## src/rtl/nrdiv_32bit_if.sv

```systemverilog
// Start/busy/done handshake bundle for the 32-bit divide unit.
interface nrdiv_32bit_if;
  logic        start;
  logic [31:0] dividend;
  logic [31:0] divisor;
  logic        busy;
  logic        done;
  logic [31:0] quotient;
  logic [31:0] remainder;
  logic        div_by_zero;

  modport master (
    output start, dividend, divisor,
    input  busy, done, quotient, remainder, div_by_zero
  );

  modport slave (
    input  start, dividend, divisor,
    output busy, done, quotient, remainder, div_by_zero
  );
endinterface

```

## src/rtl/nrdiv_32bit.sv

```systemverilog
// Sequential 32-bit non-restoring divider, one add/sub per cycle.
// Define NRDIV_SIGNED_EN for two's complement operands (truncating toward zero).
module nrdiv_32bit (
  input  logic         clk,
  input  logic         rst_n,
  nrdiv_32bit_if.slave bus
);
  localparam int unsigned W  = 32;
  localparam int unsigned CW = 5;

  typedef enum logic [1:0] {IDLE, CALC, FIX, DONE} state_t;

  state_t          state;
  logic [W:0]      p;
  logic [W-1:0]    q;
  logic [W:0]      d;
  logic [CW-1:0]   cnt;
  logic            dz_stage;
  logic            busy_r;
  logic            done_r;
  logic            dz_r;
  logic [W-1:0]    quot_r;
  logic [W-1:0]    rem_r;
`ifdef NRDIV_SIGNED_EN
  logic            neg_q;
  logic            neg_r;
`endif

  logic [W-1:0]    a_mag;
  logic [W-1:0]    b_mag;
  logic [W:0]      p_shift;
  logic [W:0]      p_step;
  logic [W:0]      p_fix;
  logic [W-1:0]    q_fix;
  logic [W-1:0]    r_fix;

  // Operand magnitudes, one iteration step, and final correction/sign fix-up.
  always_comb begin
    a_mag   = bus.dividend;
    b_mag   = bus.divisor;
`ifdef NRDIV_SIGNED_EN
    if (bus.dividend[W-1]) a_mag = (~bus.dividend) + W'(1);
    if (bus.divisor[W-1])  b_mag = (~bus.divisor) + W'(1);
`endif
    p_shift = {p[W-1:0], q[W-1]};
    p_step  = p[W] ? (p_shift + d) : (p_shift - d);
    p_fix   = p[W] ? (p + d) : p;
    q_fix   = q;
    r_fix   = p_fix[W-1:0];
`ifdef NRDIV_SIGNED_EN
    if (neg_q) q_fix = (~q) + W'(1);
    if (neg_r) r_fix = (~p_fix[W-1:0]) + W'(1);
`endif
  end

  always_ff @(posedge clk) begin
    if (!rst_n) begin
      state    <= IDLE;
      p        <= '0;
      q        <= '0;
      d        <= '0;
      cnt      <= '0;
      dz_stage <= 1'b0;
      busy_r   <= 1'b0;
      done_r   <= 1'b0;
      dz_r     <= 1'b0;
      quot_r   <= '0;
      rem_r    <= '0;
`ifdef NRDIV_SIGNED_EN
      neg_q    <= 1'b0;
      neg_r    <= 1'b0;
`endif
    end else begin
      done_r <= 1'b0;
      case (state)
        IDLE: begin
          // The cycle after a done pulse still reports busy, so start is ignored there.
          if (done_r) begin
            busy_r <= 1'b0;
          end else if (!busy_r && bus.start) begin
            busy_r <= 1'b1;
            if (bus.divisor == '0) begin
              q        <= '1;
              p        <= {1'b0, bus.dividend};
              dz_stage <= 1'b1;
              state    <= DONE;
            end else begin
              q        <= a_mag;
              p        <= '0;
              d        <= {1'b0, b_mag};
              cnt      <= CW'(W - 1);
              dz_stage <= 1'b0;
`ifdef NRDIV_SIGNED_EN
              neg_q    <= bus.dividend[W-1] ^ bus.divisor[W-1];
              neg_r    <= bus.dividend[W-1];
`endif
              state    <= CALC;
            end
          end
        end
        CALC: begin
          p <= p_step;
          q <= {q[W-2:0], ~p_step[W]};
          if (cnt == '0) state <= FIX;
          else           cnt   <= cnt - CW'(1);
        end
        FIX: begin
          q     <= q_fix;
          p     <= {1'b0, r_fix};
          state <= DONE;
        end
        DONE: begin
          quot_r <= q;
          rem_r  <= p[W-1:0];
          dz_r   <= dz_stage;
          done_r <= 1'b1;
          state  <= IDLE;
        end
        default: state <= IDLE;
      endcase
    end
  end

  assign bus.busy        = busy_r;
  assign bus.done        = done_r;
  assign bus.quotient    = quot_r;
  assign bus.remainder   = rem_r;
  assign bus.div_by_zero = dz_r;
endmodule

```

## src/flat_wrapper.sv

```systemverilog
// flat-port wrapper written by rule: the top's interface ports become plain ports
module nrdiv_32bit_flat 
  (clk, rst_n, bus_start, bus_dividend, bus_divisor, bus_busy, bus_done, bus_quotient, bus_remainder, bus_div_by_zero);
  nrdiv_32bit_if bus_i ();
  input  logic clk;
  input  logic rst_n;
  input wire logic [$bits(bus_i.start)-1:0] bus_start;
  input wire logic [$bits(bus_i.dividend)-1:0] bus_dividend;
  input wire logic [$bits(bus_i.divisor)-1:0] bus_divisor;
  output wire logic [$bits(bus_i.busy)-1:0] bus_busy;
  output wire logic [$bits(bus_i.done)-1:0] bus_done;
  output wire logic [$bits(bus_i.quotient)-1:0] bus_quotient;
  output wire logic [$bits(bus_i.remainder)-1:0] bus_remainder;
  output wire logic [$bits(bus_i.div_by_zero)-1:0] bus_div_by_zero;
  assign bus_i.start = bus_start;
  assign bus_i.dividend = bus_dividend;
  assign bus_i.divisor = bus_divisor;
  assign bus_busy = bus_i.busy;
  assign bus_done = bus_i.done;
  assign bus_quotient = bus_i.quotient;
  assign bus_remainder = bus_i.remainder;
  assign bus_div_by_zero = bus_i.div_by_zero;
  nrdiv_32bit u_core (.clk(clk), .rst_n(rst_n), .bus(bus_i));
endmodule
```

## config.mk

```make
export PLATFORM = sky130hd
export DESIGN_NAME = nrdiv_32bit_flat
export DESIGN_NICKNAME = d
export VERILOG_FILES = /design/src/rtl/nrdiv_32bit_if.sv /design/src/rtl/nrdiv_32bit.sv /design/src/flat_wrapper.sv
export SDC_FILE = /design/constraint.sdc
export NUM_CORES = 1
export LEC_CHECK = 0
export CELL_PAD_IN_SITES_DETAIL_PLACEMENT = 1
export CELL_PAD_IN_SITES_GLOBAL_PLACEMENT = 2
export CORE_MARGIN = 1.5
export CORE_UTILIZATION = 34
export CTS_CLUSTER_DIAMETER = 100
export DETAILED_ROUTE_END_ITERATION = 10
export HOLD_SLACK_MARGIN = 0.05
export PLACE_DENSITY_LB_ADDON = 0.1
export SLEW_MARGIN = 20
export SYNTH_ARGS = -nofsm -noshare
export SYNTH_HDL_FRONTEND = slang
export SYNTH_SLANG_ARGS = --single-unit
```

## constraint.sdc

```tcl
create_clock -name clk -period 4.9 [get_ports clk]
set_input_delay 0.735 -clock clk [delete_from_list [all_inputs] [get_ports clk]]
set_output_delay 0.735 -clock clk [all_outputs]
set_load 0.01 [all_outputs]
```

==> metrics.md, run 1 <==
| Metric | Value |
|---|---|
| Number of detailed-routing iterations run before antenna repair | `4` |
| Non-Filler Instances | `around 1800` |
| Most common cell in the synthesized netlist | `nor2_1` |
| Initial DRC Count | `444` |
| Post-synth top area cell | `dfxtp_1` |
| Detail Placement HPWL | `~29000 um` |
| # setup viols final | `0` |
| Vias in the first global route | `roughly 10000` |
| Outcome | `finished clean` |
| Inst Count DP | `1806` |
| P_int | `0.00475 W` |
| Synth Area in Adders | `0.0900` |
| TNS Setup | `0 ps` |
| Synthesized instance count | `1323` |
| Mux cell area share after synthesis | `0.0956` |
| Post-Syn Area per Cell | `8.33 sq um` |
| Root Buffer | `clkbuf_16` |
| Die area | `0.0335 sq mm` |
| Synthesis-to-finish area growth | `21.0%` |
| Util after Layout | `0.420` |
| Worst path required time | `between 5000 and 6000 ps` |
| Die X | `183 um` |
| Simple-Gate Fraction of Synth Area | `0.171` |
| CTS tree | `yes` |
| Total number of vias | `10200` |
| Register bit total from synthesis | `172` |
| Clock Sinks | `about 170` |
| Register area share after synthesis | `0.313` |
| First-pass GRT wire length | `59800 um` |
| Num CTS Buffers | `17` |
| ANT nets after route | `0` |
| Rows | `65` |
| Clock share of power | `0.153` |
| Max Cap Violations | `0` |
| Routability cong. | `~0.92` |
| Crit path DAT | `4700 ps` |
| Via-to-Cell Ratio | `around 5.6` |
| P per Cell Area | `690 mW/mm^2` |
| Largest family of logic cells by synthesized area | `compound AO/OA/AOI/OAI gates` |
| Clock latency on the worst-skew pair | `around 460 ps` |
| Kind of start point of the critical path | `register` |
| Post-synth top cells | `200 x nor2_1, 172 x dfxtp_1, 103 x mux2i_1, 86 x a21oi_1, 84 x nand2_1` |
| # port buffers | `133` |
| CTS Buffer Depth | `2` |
| Clk slew on worst S/H paths | `70 ps` |
| Layout cells sized above 1 | `0.0620` |
| Leakage | `5.25 nW` |
| Largest net degree at the start of global routing | `65` |
| Routed WL | `37800 um` |
| Clk_skew | `18.2 ps` |
| Largest cells by area after synthesis | `dfxtp_1 31%, mux2i_1 9.4%, ha_1 8.6%` |
| F_max | `230 MHz` |
| Synth warnings | `0` |
| Worst Path Class, Setup | `reg -> reg` |
| CP Capture Type | `register` |
| Synth async-reset ratio | `0` |
| Post-detailed-route wirelength per cell | `approximately 21 um` |
| Fill cells | `3761` |
| Peak supply drop | `around 0.00035 V` |
| Fin Hold WS | `just under 500 ps` |
| RSZ-0062 raised after global routing | `false` |
| Max-Slew Margin vs Limit | `0.334` |
| H-tree depth | `4` |
| Post-cts resize count | `0` |
| GRT Total Usage | `0.231` |
| Post-synth EDFFs | `0` |
| Distinct cells, synth | `79` |
| Xor and xnor fraction of the mapped netlist area | `0.0708` |
| Slew @ Worst Pin | `1000 ps` |
| Switch share | `0.484` |
| Syn nets | `1468` |
| Initial Util | `0.347` |
| Final Hold Viols | `0` |
| Initial antenna violation count | `0` |
| Residual DRC | `0` |
| Tmin final | `4360 ps` |
| Core ar. | `around 0.032 sq mm` |
| Grt ovf | `0` |
| Max-slew violations | `0` |
| Worst min path class | `reg -> reg` |
| Combinational Power Share | `0.611` |
| Die H | `183 um` |
| # diodes | `0` |
| CP Max Fanout | `6` |
| Cts hold-fix bufs | `0` |
| Dpl cell area | `roughly 0.013 sq mm` |
| Synth Flop Type | `dfxtp_1` |
| Postcts setup bufs | `0` |
| Nets@finish | `approximately 1600` |
| Psw | `~0.0044 W` |
| Synth Cell Area | `0.0110 sq mm` |
| Post-route cell area | `0.0133 sq mm` |
| Post-synth top area share | `0.313` |
| Ports | `roughly 130` |
| Compound-Gate Fraction of Synth Area | `0.221` |
| Fin crit share | `0.889` |
| Flop pwr share | `0.236` |
## critical path, stage by stage (launching register included)
cell and delay, ps:
dfxtp_1 380, nor3_1 470, nor3b_1 260, buf_4 160
and3_1 240, a21oi_1 100, xor2_1 150, ha_1 380
and2_1 190, a311oi_1 390, o21ai_0 150, a31oi_1 310
o21ai_0 120, a31oi_1 200, mux2_2 360, a221oi_1 300
nor3_1 70
## logic make-up (layout without fill, tap and decap cells)
logic type      count (synthesis)  count (layout)
simple gates                  417             417
xor+xnor                       89              89
buf+inv                       102             215
mux                           105             105
fa+ha+maj                      78              78
flops                         172             172
compound gates                360             360
## cell type report
type / count / area [sq um] / share of cell area
tap: 402 / 503 / 0.0378
timing repair buffer: 152 / 1490 / 0.112
clock inverter: 12 / 125 / 0.00939
clock buffer: 20 / 467 / 0.0350
multi-input combinational: 1049 / 7180 / 0.539
inverter: 31 / 119 / 0.00892
sequential: 172 / 3440 / 0.258
## cell usage in the layout (no fill, tap or decap), types with 13 or more instances in the layout
master	instances
a211oi_1	44
clkbuf_16	17
dfxtp_1	172
xnor2_1	43
inv_1	30
mux2i_1	103
nor3_1	34
a31oi_1	17
a21oi_1	86
o21ai_0	53
a21o_1	20
nor2_1	200
a221oi_1	22
nor4_1	13
ha_1	75
clkdlybuf4s50_1	133
nand3_1	25
xor2_1	46
nand2_1	83
o22ai_1	43
buf_4	18
## stage by stage
stage / setup slack, ps / total power, W
floorplan: 1320 / 0.00625
global placement: 698 / 0.00771
detailed placement: 595 / 0.00777
CTS: 568 / 0.00922
global route: 217 / 0.00995
finish: 543 / 0.00920
## power by group through the flow
stage               clock (W)  combinational (W)  sequential [W]
global placement            0            0.00552         0.00219
detailed placement          0            0.00557         0.00220
global route          0.00150            0.00623         0.00223
floorplan                   0            0.00426         0.00199
CTS                   0.00145            0.00560         0.00217
finish                0.00141            0.00562         0.00218
## flip-flops by register name (all words and copies together), names as in the netlist
name / count
u_core.p: 33
u_core.cnt: 5
u_core.bus.done: 1
u_core.dz_stage: 1
u_core.bus.busy: 1
u_core.q: 32
u_core.d: 32
u_core.state: 2
u_core.bus.remainder: 32
u_core.bus.quotient: 32
u_core.bus.div_by_zero: 1
## worst paths after layout
path | startpoint | endpoint | slack, ps | cells after the start
setup / recovery | u_core.d[6] | u_core.p[28] | 540 | 16
hold / removal | u_core.bus.quotient[25] | u_core.bus.quotient[25] | 490 | 2
setup reg to reg | u_core.d[6] | u_core.p[28] | 540 | 16
hold reg to reg | u_core.bus.quotient[25] | u_core.bus.quotient[25] | 490 | 2
## metal layers
| layer | vias up | global-route usage | wire (um) |
|---|---|---|---|
| met5 | - | 0 | 0 |
| met4 | 0 | 0.0567 | 479 |
| met3 | 21 | 0.0330 | 1360 |
| met2 | 195 | 0.343 | 15700 |
| met1 | 5011 | 0.347 | 20200 |
| li1 | 5020 | - | - |
No activity file was read; power rests on OpenSTA's default activity.
==> inputs of run 2 (changes only) <==
--- a/config.mk
+++ b/config.mk
@@ -10,6 +10,7 @@
 export CORE_MARGIN = 1.5
 export CORE_UTILIZATION = 34
 export CTS_CLUSTER_DIAMETER = 100
+export CTS_CLUSTER_SIZE = 25
 export DETAILED_ROUTE_END_ITERATION = 10
 export HOLD_SLACK_MARGIN = 0.05
 export PLACE_DENSITY_LB_ADDON = 0.1
==> results of run 2 <==
Same layout as run 1: the final DEF is identical, and so are final timing and power.
